`src/rtl/ahb_lite_master_bridge.sv`:
```
// ahb_lite_master_bridge
// Turns a valid/ready load/store request port into single AHB-Lite transfers.
// The address phase of the next request overlaps the data phase of the current
// one. One response per request, returned in order.
// Optional build macro AHB_MASTER_RDATA_ALIGN_EN: right-align read data by the
// byte lane and size of the transfer instead of returning raw HRDATA lanes.
module ahb_lite_master_bridge #(
  parameter int         AHB_ADDR_WIDTH = 32,
  parameter int         AHB_DATA_WIDTH = 32,
  parameter logic [3:0] HPROT_VAL      = 4'b0011
) (
  input  logic                      HCLK,
  input  logic                      HRESET,
  input  logic                      req_valid,
  output logic                      req_ready,
  input  logic [AHB_ADDR_WIDTH-1:0] req_addr,
  input  logic                      req_write,
  input  logic [2:0]                req_size,
  input  logic [AHB_DATA_WIDTH-1:0] req_wdata,
  output logic                      rsp_valid,
  output logic [AHB_DATA_WIDTH-1:0] rsp_rdata,
  output logic                      rsp_err,
  output logic [AHB_ADDR_WIDTH-1:0] HADDR,
  output logic [1:0]                HTRANS,
  output logic                      HWRITE,
  output logic [2:0]                HSIZE,
  output logic [2:0]                HBURST,
  output logic [3:0]                HPROT,
  output logic                      HMASTLOCK,
  output logic [AHB_DATA_WIDTH-1:0] HWDATA,
  input  logic [AHB_DATA_WIDTH-1:0] HRDATA,
  input  logic                      HREADY,
  input  logic                      HRESP
);

  localparam logic [1:0] TRANS_IDLE   = 2'b00;
  localparam logic [1:0] TRANS_NONSEQ = 2'b10;

  // address-phase slot
  logic                      a_valid;
  logic [AHB_ADDR_WIDTH-1:0] a_addr;
  logic                      a_write;
  logic [2:0]                a_size;
  logic [AHB_DATA_WIDTH-1:0] a_wdata;

  // data-phase slot
  logic                      d_valid;
  logic                      d_write;

  // set during the second cycle of an ERROR response: suppresses the pending
  // address phase so it is reissued once the bus is free
  logic                      cancel;

  logic                      accept;
  logic                      issue;
  logic [AHB_DATA_WIDTH-1:0] rdata_fmt;

  assign req_ready = !cancel && (!a_valid || HREADY);
  assign accept    = req_valid && req_ready;
  assign issue     = a_valid && !cancel;

  assign HTRANS    = issue ? TRANS_NONSEQ : TRANS_IDLE;
  assign HADDR     = a_addr;
  assign HWRITE    = a_write;
  assign HSIZE     = a_size;
  assign HBURST    = 3'b000;
  assign HPROT     = HPROT_VAL;
  assign HMASTLOCK = 1'b0;

  // Address slot: load on accept, retire when the address phase completes
  // unless it was cancelled by an error (then it stays for reissue).
  always_ff @(posedge HCLK or posedge HRESET) begin
    if (HRESET) begin
      a_valid <= 1'b0;
      a_addr  <= '0;
      a_write <= 1'b0;
      a_size  <= '0;
      a_wdata <= '0;
    end else begin
      if (accept) begin
        a_valid <= 1'b1;
        a_addr  <= req_addr;
        a_write <= req_write;
        a_size  <= req_size;
        a_wdata <= req_wdata;
      end else if (HREADY && !cancel) begin
        a_valid <= 1'b0;
      end
    end
  end

  // Data slot, write data lanes and error-cancel flag advance only on HREADY.
  always_ff @(posedge HCLK or posedge HRESET) begin
    if (HRESET) begin
      d_valid <= 1'b0;
      d_write <= 1'b0;
      HWDATA  <= '0;
      cancel  <= 1'b0;
    end else if (HREADY) begin
      d_valid <= issue;
      d_write <= a_write;
      if (issue && a_write) begin
        HWDATA <= a_wdata;
      end
      cancel  <= 1'b0;
    end else if (d_valid && HRESP) begin
      cancel  <= 1'b1;
    end
  end

`ifdef AHB_MASTER_RDATA_ALIGN_EN
  logic [1:0]                d_lane;
  logic [2:0]                d_size;
  logic [AHB_DATA_WIDTH-1:0] rd_shift;

  // Lane and size of the data-phase transfer, needed to align read data.
  always_ff @(posedge HCLK or posedge HRESET) begin
    if (HRESET) begin
      d_lane <= '0;
      d_size <= '0;
    end else if (HREADY) begin
      d_lane <= a_addr[1:0];
      d_size <= a_size;
    end
  end

  assign rd_shift = HRDATA >> {d_lane, 3'b000};

  // Shift the addressed bytes down to bit 0 and zero-extend per size.
  always_comb begin
    rdata_fmt = '0;
    case (d_size)
      3'd0:    rdata_fmt[7:0]  = rd_shift[7:0];
      3'd1:    rdata_fmt[15:0] = rd_shift[15:0];
      default: rdata_fmt       = rd_shift;
    endcase
  end
`else
  assign rdata_fmt = HRDATA;
`endif

  // Response register: one pulse per completed data phase.
  always_ff @(posedge HCLK or posedge HRESET) begin
    if (HRESET) begin
      rsp_valid <= 1'b0;
      rsp_err   <= 1'b0;
      rsp_rdata <= '0;
    end else begin
      rsp_valid <= d_valid && HREADY;
      rsp_err   <= HRESP;
      rsp_rdata <= (d_write || HRESP) ? '0 : rdata_fmt;
    end
  end

endmodule

```
`config.mk`:
```
export PLATFORM = sky130hd
export DESIGN_NAME = ahb_lite_master_bridge
export DESIGN_NICKNAME = d
export VERILOG_FILES = /design/src/rtl/ahb_lite_master_bridge.sv
export SDC_FILE = /design/constraint.sdc
export NUM_CORES = 1
export LEC_CHECK = 0
export CORE_UTILIZATION = 25
export CTS_CLUSTER_DIAMETER = 120
export DETAILED_ROUTE_END_ITERATION = 7
export PLACE_DENSITY = 0.62
export SYNTH_ARGS = -nofsm -noshare
export SYNTH_HDL_FRONTEND = slang
export SYNTH_SLANG_ARGS = --single-unit
```
`constraint.sdc`:
```
create_clock -name HCLK -period 11.6 [get_ports HCLK]
set_input_delay 2.9 -clock HCLK [delete_from_list [all_inputs] [get_ports HCLK]]
set_output_delay 2.9 -clock HCLK [all_outputs]
set_load 0.05 [all_outputs]
```
**Word-level counts from Yosys, hierarchy flattened**

Index checks and enable logic that the tools add are counted.

- Multiplexer cells: 6
- Reduce and logical (&&, ||, !) cells: 14

Operators with widths:

| cell | number |
|---|---|
| $mux W32 | 1 |
| $logic_and A1 B1 Y1 | 7 |
| $mux W1 | 4 |
| $reduce_bool A2 Y1 | 2 |
| $logic_not A1 Y1 | 2 |
| $logic_or A1 B1 Y1 | 2 |
| $mux W2 | 1 |
| $reduce_and A2 Y1 | 1 |

- Flip-flop bits (word level): 138
- Bits of input ports: 105
- Output and inout port bits: 113
- Word-level logic and storage cells: 32

**Longest topological paths before layout**

Gate-level depths: netlist of run 1.

- Depth after elaboration: 5
- Gate-level depth with buffers: 5

**Worst setup path after synthesis of run 1**

Ideal clock, no wire load.

- Path type: input to output
- Start: input HREADY
- End: output req_ready
- Data arrival time: 3593 ps
- Data required time: 8700 ps
- Path slack: 5107 ps
- Stages on the path: 2
- Path buffers: 0
- Cells stage by stage: nor2b_1 > nor2_1

- Longest elaborated chain between the ends: 2

Ends and longest elaborated chain:

| item | line | text |
|---|---|---|
| start: declaration | 32 | `input logic HREADY,` |
| $logic_or A1 B1 Y1 | 58 | `assign req_ready = !cancel && (!a_valid \|\| HREADY);` |
| $logic_and A1 B1 Y1 | 58 |  |
| end: declaration | 15 | `output logic req_ready,` |

Every way passes these cells.

**Worst setup path after layout of run 1**

Same ends and word-level chain as after synthesis.

==> reports/metrics.csv, run 1 <==
metric,value,unit
status,finished clean,
dpl.hpwl,8230,um
initial_core_util,25.7,%
cts_sinks,138,
timing.slew.headroom,33.0,%
die_w,144,um
cp_slowest_cell,clkdlybuf4s50_1,
ys.flop_type,dfrtp_1,
final_common_cell,clkdlybuf4s50_1,
fin_nets,630,
antenna_found_initial,0,
critical_path_arrival,4.57,ns
postCtsHoldBufs,0,
tightest_slew,1.00,ns
power_leakage,3.36,nW
maxCapViolCount,0,
drtPass1Iterations,4,
fin_tns_setup,0,ns
drc,0,
drive_gt1_share,16.5,%
synth_cell_types,18,
dr_total_vias,3218,
dieArea,20700,um^2
track_usage,12.0,%
grt_pass1_vias,3653,
die_y,144,um
overflow,0,
mostFrequentLayoutCells,"clkdlybuf4s50_1 (208), dfrtp_1 (138), mux2_2 (52), mux2_1 (50), and2_1 (33)",
synthArstFlopShare,100,%
min_period_over_period,64.4,%
wl_per_cell,14.7,um
slowest_delay,0.81,ns
seq_area,3450,um^2
finalNonFillerCells,803,
path_max_fanout,7,
critical_path_class,input port to primary output,
ys_ff_latch,138,
clk_pin_slew,0.06,ns
cp-end-kind,primary output,
routed_wl,11800,um
post-route-util,40.8,%
final_max_slew_viol_count,0,
insertion_delay,0.42,ns
cts_tree,built,
clk_path_buf_depth,2,
synthToLayoutAreaGrowth,58.7,%
min_period,7.47,ns
cts_setup_buffers,0,
multi_input_area,1450,um^2
root_buffer,clkbuf_16,
fmax,134,MHz
finalSetupViolCount,0,
crit_path_frequent_cell,clkdlybuf4s50_1,
ys_seq_area_share,68.5,%
numPortBuffers,208,
synth_edf_count,0,
netlist_instances,311,
required,8.70,ns
powerDensity,255,nW/um^2
drt_iter0_drc,55,
hold_path_class,register to register,
ys_warn_count,0,
ctsResizeCount,0,
place_congestion,0.732,
rsz0062_at_grt,no,
grt_pass1_wl,18700,um
final_cell_area,7990,um^2
start_kind,input port,
nFillCells,1862,
place_area,7360,um^2
power,2.04,mW
syn_area,5040,um^2
coreArea,19600,um^2
placedCellCount,771,
ios,218,
ir_drop,0.0987,mV
drt-vias-per-instance,4.01,
antenna_cells,0,
syn_avg_cell_area,16.2,um^2
finalHoldViolCount,0,
grt_max_degree,72,
skew,0.0142,ns
cp_cell_sequence,clkdlybuf4s50_1 -> nor2b_1 -> nor2_1 -> clkdlybuf4s50_1,
cts_htree_levels,4,
numCtsBuffers,17,
drtAntennaViolNets,0,
rows,51,
[synthesized netlist by cell type (2+ instances only)]
cell,number,area [um^2]
dfrtp_1,138,3450
mux2_2,52,586
mux2_1,50,563
and2_1,33,206
buf_4,10,75.1
buf_2,7,35.0
buf_6,3,33.8
clkbuf_1,3,11.3
nor2_1,3,11.3
conb_1,2,7.51
inv_1,2,7.51
nor2b_1,2,12.5
[per-layer routing]
layer  global-route usage, %  wire (um)  vias up
met5                       0          0        -
met2                    20.2       5890      139
met1                    12.6       4490     1605
met4                    5.38        182        0
li1                        -          -     1459
met3                    5.83       1230       15
[critical path: cells and delay by family]
kind	cells	cell delay, ns
buffers and inverters	2	1.42
and+or+nand+nor	2	0.25
[stage by stage]
stage / setup WS (ns) / hold slack [ns]
floorplan: 5.00 / 0.450
global placement: 4.13 / 0.460
detailed placement: 4.15 / 0.470
CTS: 4.14 / 0.485
global route: 4.02 / 0.494
finish: 4.13 / 0.479
[power breakdown]
part / internal, mW / switching (mW)
combinational: 0.288 / 0.495
sequential: 0.613 / 0.0627
clock: 0.376 / 0.204
total: 1.28 / 0.762
[sequential cells by signal, summed over array words and instances, names as in the netlist, 3 cells and up]
name / count
HSIZE: 3
rsp_rdata: 32
HWDATA: 32
HADDR: 32
a_wdata: 32
[cell type report]
| class | count | area share (%) |
|---|---|---|
| multi-input combinational | 155 | 18.2 |
| clock inverter | 11 | 2.10 |
| inverter | 2 | 0.157 |
| sequential | 138 | 43.2 |
| clock buffer | 21 | 5.89 |
| tap | 265 | 4.15 |
| timing repair buffer | 211 | 26.3 |
[final timing paths]
kind	from	end	slack [ns]	cells past startpoint
worst min register to register	a_wdata[5]$_DFFE_PP0P_	HWDATA[5]$_DFFE_PP0P_	0.48	1
min in group asynchronous	HRESET	HWDATA[6]$_DFFE_PP0P_	2.95	2
worst min-delay path	a_wdata[5]$_DFFE_PP0P_	HWDATA[5]$_DFFE_PP0P_	0.48	1
worst max-delay path	HREADY	req_ready	4.13	4
max in group asynchronous	HRESET	rsp_rdata[16]$_DFF_PP0_	7.31	3
worst max register to register	cancel$_DFFE_PP0P_	HWDATA[1]$_DFFE_PP0P_	9.36	3
[kinds of logic (layout without fill, tap and decap cells)]
group / Yosys count / count (layout) / share of synthesized area, %
muxes: 102 / 102 / 22.8
buffers and inverters: 25 / 245 / 3.23
other: 2 / 9 / 0.149
AOI/OAI and AO/OA: 2 / 2 / 0.198
and+or+nand+nor: 42 / 42 / 5.09
DFF: 138 / 138 / 68.5
No activity file was read; power rests on OpenSTA's default activity.
==> run 2, diff against run 1 <==
Settings changed: PLACE_DENSITY 0.62 to 0.64.
Clock period 11.6 ns to 6.7 ns, I/O delays scaled along.
==> reports/metrics.csv, run 2 (same netlist as run 1, synthesis figures left out) <==
metric,value,unit,change
cts_sinks,138,,unchanged
numPortBuffers,208,,unchanged
routed_wl,11500,um,was 11800 um
drtAntennaViolNets,0,,unchanged
crit_buf_inv,2,,unchanged
clk_pin_slew,0.06,ns,about the same
dieArea,20700,um^2,unchanged
dpl.hpwl,8020,um,was 8230 um
cp_cell_sequence,clkdlybuf4s50_1 -> nor2b_1 -> nor2_1 -> clkdlybuf4s50_1,,unchanged
ios,218,,unchanged
setup_slack,1.68,ns,was 4.13 ns
wl_per_cell,14.4,um,was 14.7 um
cts_htree_levels,4,,unchanged
mostFrequentLayoutCells,"clkdlybuf4s50_1 (208), dfrtp_1 (138), mux2_2 (52), mux2_1 (50), and2_1 (33)",,unchanged
drt-vias-per-instance,4.01,,about the same
hp-start,a_wdata[24]$_DFFE_PP0P_,,was a_wdata[5]$_DFFE_PP0P_
fin_nets,630,,unchanged
synthToLayoutAreaGrowth,58.6,%,was 58.7%
insertion_delay,0.41,ns,was 0.42 ns
dr_total_vias,3217,,was 3218
required,5.03,ns,was 8.70 ns
cp_slowest_cell,clkdlybuf4s50_1,,unchanged
crit_path_frequent_cell,clkdlybuf4s50_1,,unchanged
fin_tns_setup,0,ns,unchanged
maxCapViolCount,0,,unchanged
finalHoldViolCount,0,,unchanged
drc,0,,unchanged
cts_tree,built,,unchanged
final_max_slew_viol_count,0,,unchanged
antenna_cells,0,,unchanged
timing.slew.headroom,32.1,%,was 33.0%
rsz0062_at_grt,no,,unchanged
crit_family,buffers and inverters,,unchanged
overflow,0,,unchanged
drtPass1Iterations,4,,unchanged
crit_start,HREADY,,unchanged
hold_path_class,register to register,,unchanged
grt_pass1_wl,18400,um,was 18700 um
place_congestion,0.677,,was 0.732
antenna_found_initial,0,,unchanged
fmax,199,MHz,
drt_iter0_drc,44,,was 55
cp-end-kind,primary output,,unchanged
pre_cts_ws,1.69,ns,was 4.15 ns
status,finished clean,,unchanged
ir_drop,0.171,mV,was 0.0987 mV
postCtsHoldBufs,0,,unchanged
path_max_fanout,7,,unchanged
skew,0.00527,ns,was 0.0142 ns
ctsResizeCount,0,,unchanged
numCtsBuffers,17,,unchanged
tightest_slew,1.02,ns,was 1.00 ns
coreArea,19600,um^2,unchanged
powerDensity,440,nW/um^2,was 255 nW/um^2
die_y,144,um,unchanged
cts_setup_buffers,0,,unchanged
grt_pass1_vias,3548,,was 3653
drive_gt1_share,16.7,%,was 16.5%
critical_path_arrival,3.35,ns,was 4.57 ns
slowest_delay,0.82,ns,was 0.81 ns
rr_startpoint,cancel$_DFFE_PP0P_,,unchanged
die_w,144,um,unchanged
min_period_over_period,75.0,%,
start_kind,input port,,unchanged
final_common_cell,clkdlybuf4s50_1,,unchanged
track_usage,11.8,%,was 12.0%
min_period,5.02,ns,
finalSetupViolCount,0,,unchanged
power,3.52,mW,was 2.04 mW
initial_core_util,25.7,%,unchanged
rows,51,,unchanged
clk_path_buf_depth,2,,unchanged
grt_max_degree,86,,was 72
critical_path_class,input port to primary output,,unchanged
root_buffer,clkbuf_16,,unchanged
power_leakage,3.35,nW,was 3.36 nW
run 2: metal layers:
metal,GRT usage [%],part of all wire (%)
met2,18.5,48
met3,5.50,9.8
met5,0,0
met1,13.9,41
met4,4.76,1.2
run 2: area by class of cell:
cell class                 instances  area (um^2)
fill                            1854        11600
timing repair buffer             211         2100
multi-input combinational        155         1450
clock buffer                      18          439
tap                              265          332
inverter                           2         12.5
clock inverter                    14          195
sequential                       138         3450
run 2: power by group:
part           total, mW  switching (mW)  internal [mW]
combinational       1.35           0.852          0.498
clock              0.999           0.364          0.635
sequential          1.17           0.109           1.06
total               3.52            1.33           2.19
run 2: per-stage QoR:
stage	instances	instance area, um^2	util [%]	hold slack [ns]
2_1_floorplan	318	5060	-	0.450
3_3_place_gp	771	7360	37.5	0.458
3_5_place_dp	771	7360	37.5	0.466
4_1_cts	803	7990	40.8	0.481
5_1_grt	803	7990	40.8	0.488
6_report	803	7990	40.8	0.479
run 2: worst paths after layout:
kind,endpoint,slack (ns),cells past startpoint
setup / recovery,req_ready,1.68,4
hold / removal,a_wdata[24]$_DFFE_PP0P_,0.48,1
setup reg to reg,HADDR[16]$_DFFE_PP0P_,4.25,4
hold reg to reg,a_wdata[24]$_DFFE_PP0P_,0.48,1
max in group asynchronous,a_wdata[5]$_DFFE_PP0P_,3.68,3
min in group asynchronous,HADDR[28]$_DFFE_PP0P_,1.80,2
==> run 3, diff against run 2 <==
Clock period 6.7 ns to 4.4 ns, I/O delays scaled along.
==> reports/metrics.csv, run 3 (same netlist as run 1, synthesis figures left out) <==
metric,value,unit,change
status,finished clean,,unchanged
wl_met2,5760,um,was 5490 um
required,3.30,ns,was 5.03 ns
critical_path_arrival,2.79,ns,was 3.35 ns
setup_slack,0.512,ns,was 1.68 ns
power_leakage,3.35,nW,about the same
cts_sinks,138,,unchanged
track_usage,11.9,%,was 11.8%
numPortBuffers,208,,unchanged
maxCapViolCount,0,,unchanged
fmax,257,MHz,
highest_layer,met4,,unchanged
dieArea,20700,um^2,unchanged
antenna_cells,0,,unchanged
cts_htree_levels,4,,unchanged
drtAntennaViolNets,0,,unchanged
nFillCells,1862,,was 1854
regToRegEndpoint,HWDATA[14]$_DFFE_PP0P_,,was HADDR[16]$_DFFE_PP0P_
wl_per_cell,14.5,um,was 14.4 um
cp_cell_sequence,clkdlybuf4s50_1 -> nor2b_1 -> nor2_1 -> clkdlybuf4s50_1,,unchanged
r2r_setup_slack,2.17,ns,was 4.25 ns
crit_family,buffers and inverters,,unchanged
coreArea,19600,um^2,unchanged
synthToLayoutAreaGrowth,58.8,%,was 58.6%
power,5.36,mW,was 3.52 mW
skew,0.00856,ns,was 0.00527 ns
cp-end-kind,primary output,,unchanged
critical_path.endpoint,req_ready,,unchanged
m1WireLength,4630,um,was 4770 um
place_area,7370,um^2,was 7360 um^2
routed_wl,11700,um,was 11500 um
place_congestion,0.691,,was 0.677
rsz0062_at_grt,no,,unchanged
grt_pass1_wl,18700,um,was 18400 um
critical_path_class,input port to primary output,,unchanged
ir_drop,0.248,mV,was 0.171 mV
drt-vias-per-instance,3.96,,was 4.01
min_period_over_period,88.4,%,
ctsResizeCount,0,,unchanged
pre_cts_ws,0.518,ns,was 1.69 ns
postCtsHoldBufs,0,,unchanged
initial_core_util,25.7,%,unchanged
die_w,144,um,unchanged
final_max_slew_viol_count,0,,unchanged
insertion_delay,0.41,ns,about the same
hold_path_class,register to register,,unchanged
min_period,3.89,ns,
drt_iter0_drc,50,,was 44
crit_start,HREADY,,unchanged
grt_max_degree,72,,was 86
final_cell_area,8000,um^2,was 7990 um^2
drtPass1Iterations,2,,was 4
fin_nets,631,,was 630
start_kind,input port,,unchanged
rr_startpoint,cancel$_DFFE_PP0P_,,unchanged
finalSetupViolCount,0,,unchanged
numCtsBuffers,17,,unchanged
overflow,0,,unchanged
crit_path_frequent_cell,clkdlybuf4s50_1,,unchanged
dr_wl_met3,1150,um,was 1130 um
root_buffer,clkbuf_16,,unchanged
fin_tns_setup,0,ns,unchanged
die_y,144,um,unchanged
cp.depth,4,,unchanged
final_common_cell,clkdlybuf4s50_1,,unchanged
clk_pin_slew,0.06,ns,about the same
slowest_delay,0.81,ns,was 0.82 ns
crit_buf_inv,2,,unchanged
path_max_fanout,7,,unchanged
r2r_cells,3,,was 4
finalHoldViolCount,0,,unchanged
clk_path_buf_depth,2,,unchanged
tightest_slew,0.981,ns,was 1.02 ns
cts_setup_buffers,0,,unchanged
drive_gt1_share,16.7,%,about the same
post-route-util,40.8,%,about the same
cp_slowest_cell,clkdlybuf4s50_1,,unchanged
rows,51,,unchanged
grt_pass1_vias,3679,,was 3548
drc,0,,unchanged
dr_total_vias,3182,,was 3217
mostFrequentLayoutCells,"clkdlybuf4s50_1 (208), dfrtp_1 (138), mux2_2 (52), mux2_1 (50), and2_1 (33)",,unchanged
dpl.hpwl,8200,um,was 8020 um
powerDensity,669,nW/um^2,was 440 nW/um^2
antenna_found_initial,0,,unchanged
cts_tree,built,,unchanged
timing.slew.headroom,34.5,%,was 32.1%
ios,218,,unchanged
run 3: changes by cell type in the layout (fill, tap and decap cells not counted), sizes merged:
cell / before / now
inv: 4 / 3
clkinv: 4 / 5
buf: 3 / 4
run 3: worst register-to-register path, delay by kind of cell (launching register included):
family | cells | cell delay, ns
simple gates | 2 | 1.04
flops | 1 | 0.42
mux | 1 | 0.65
run 3: worst min-delay path by stage:
stage | from | endpoint | slack [ns] | cells after the start
floorplan | a_wdata[19]$_DFFE_PP0P_ | HWDATA[19]$_DFFE_PP0P_ | 0.45 | 1
global placement | a_wdata[25]$_DFFE_PP0P_ | HWDATA[25]$_DFFE_PP0P_ | 0.46 | 1
detailed placement | a_wdata[22]$_DFFE_PP0P_ | HWDATA[22]$_DFFE_PP0P_ | 0.47 | 1
CTS | a_wdata[22]$_DFFE_PP0P_ | HWDATA[22]$_DFFE_PP0P_ | 0.48 | 1
global route | a_wdata[22]$_DFFE_PP0P_ | HWDATA[22]$_DFFE_PP0P_ | 0.49 | 1
finish | a_wdata[22]$_DFFE_PP0P_ | HWDATA[22]$_DFFE_PP0P_ | 0.48 | 1
run 3: routing by layer:
| layer | vias up | GRT usage, % |
|---|---|---|
| met4 | 0 | 4.03 |
| li1 | 1458 | - |
| met1 | 1583 | 13.3 |
| met2 | 132 | 19.6 |
| met3 | 9 | 6.16 |
| met5 | - | 0 |
run 3: metrics by stage:
stage / hold WS [ns] / cells
6_report: 0.476 / 804
5_1_grt: 0.493 / 804
4_1_cts: 0.480 / 804
3_5_place_dp: 0.467 / 772
3_3_place_gp: 0.455 / 772
2_1_floorplan: 0.450 / 318
run 3: layout make-up:
type                       count  area (um^2)  share of cell area [%]
timing repair buffer         212         2120                    26.6
clock buffer                  18          429                    5.36
sequential                   138         3450                    43.2
inverter                       2         11.3                   0.141
tap                          265          332                    4.14
clock inverter                14          196                    2.46
multi-input combinational    155         1450                    18.2
run 3: power breakdown:
| group | switching, mW | internal, mW | total, mW |
|---|---|---|---|
| logic | 1.30 | 0.762 | 2.06 |
| clock network | 0.554 | 0.952 | 1.51 |
| registers | 0.170 | 1.62 | 1.79 |
| total | 2.02 | 3.33 | 5.36 |
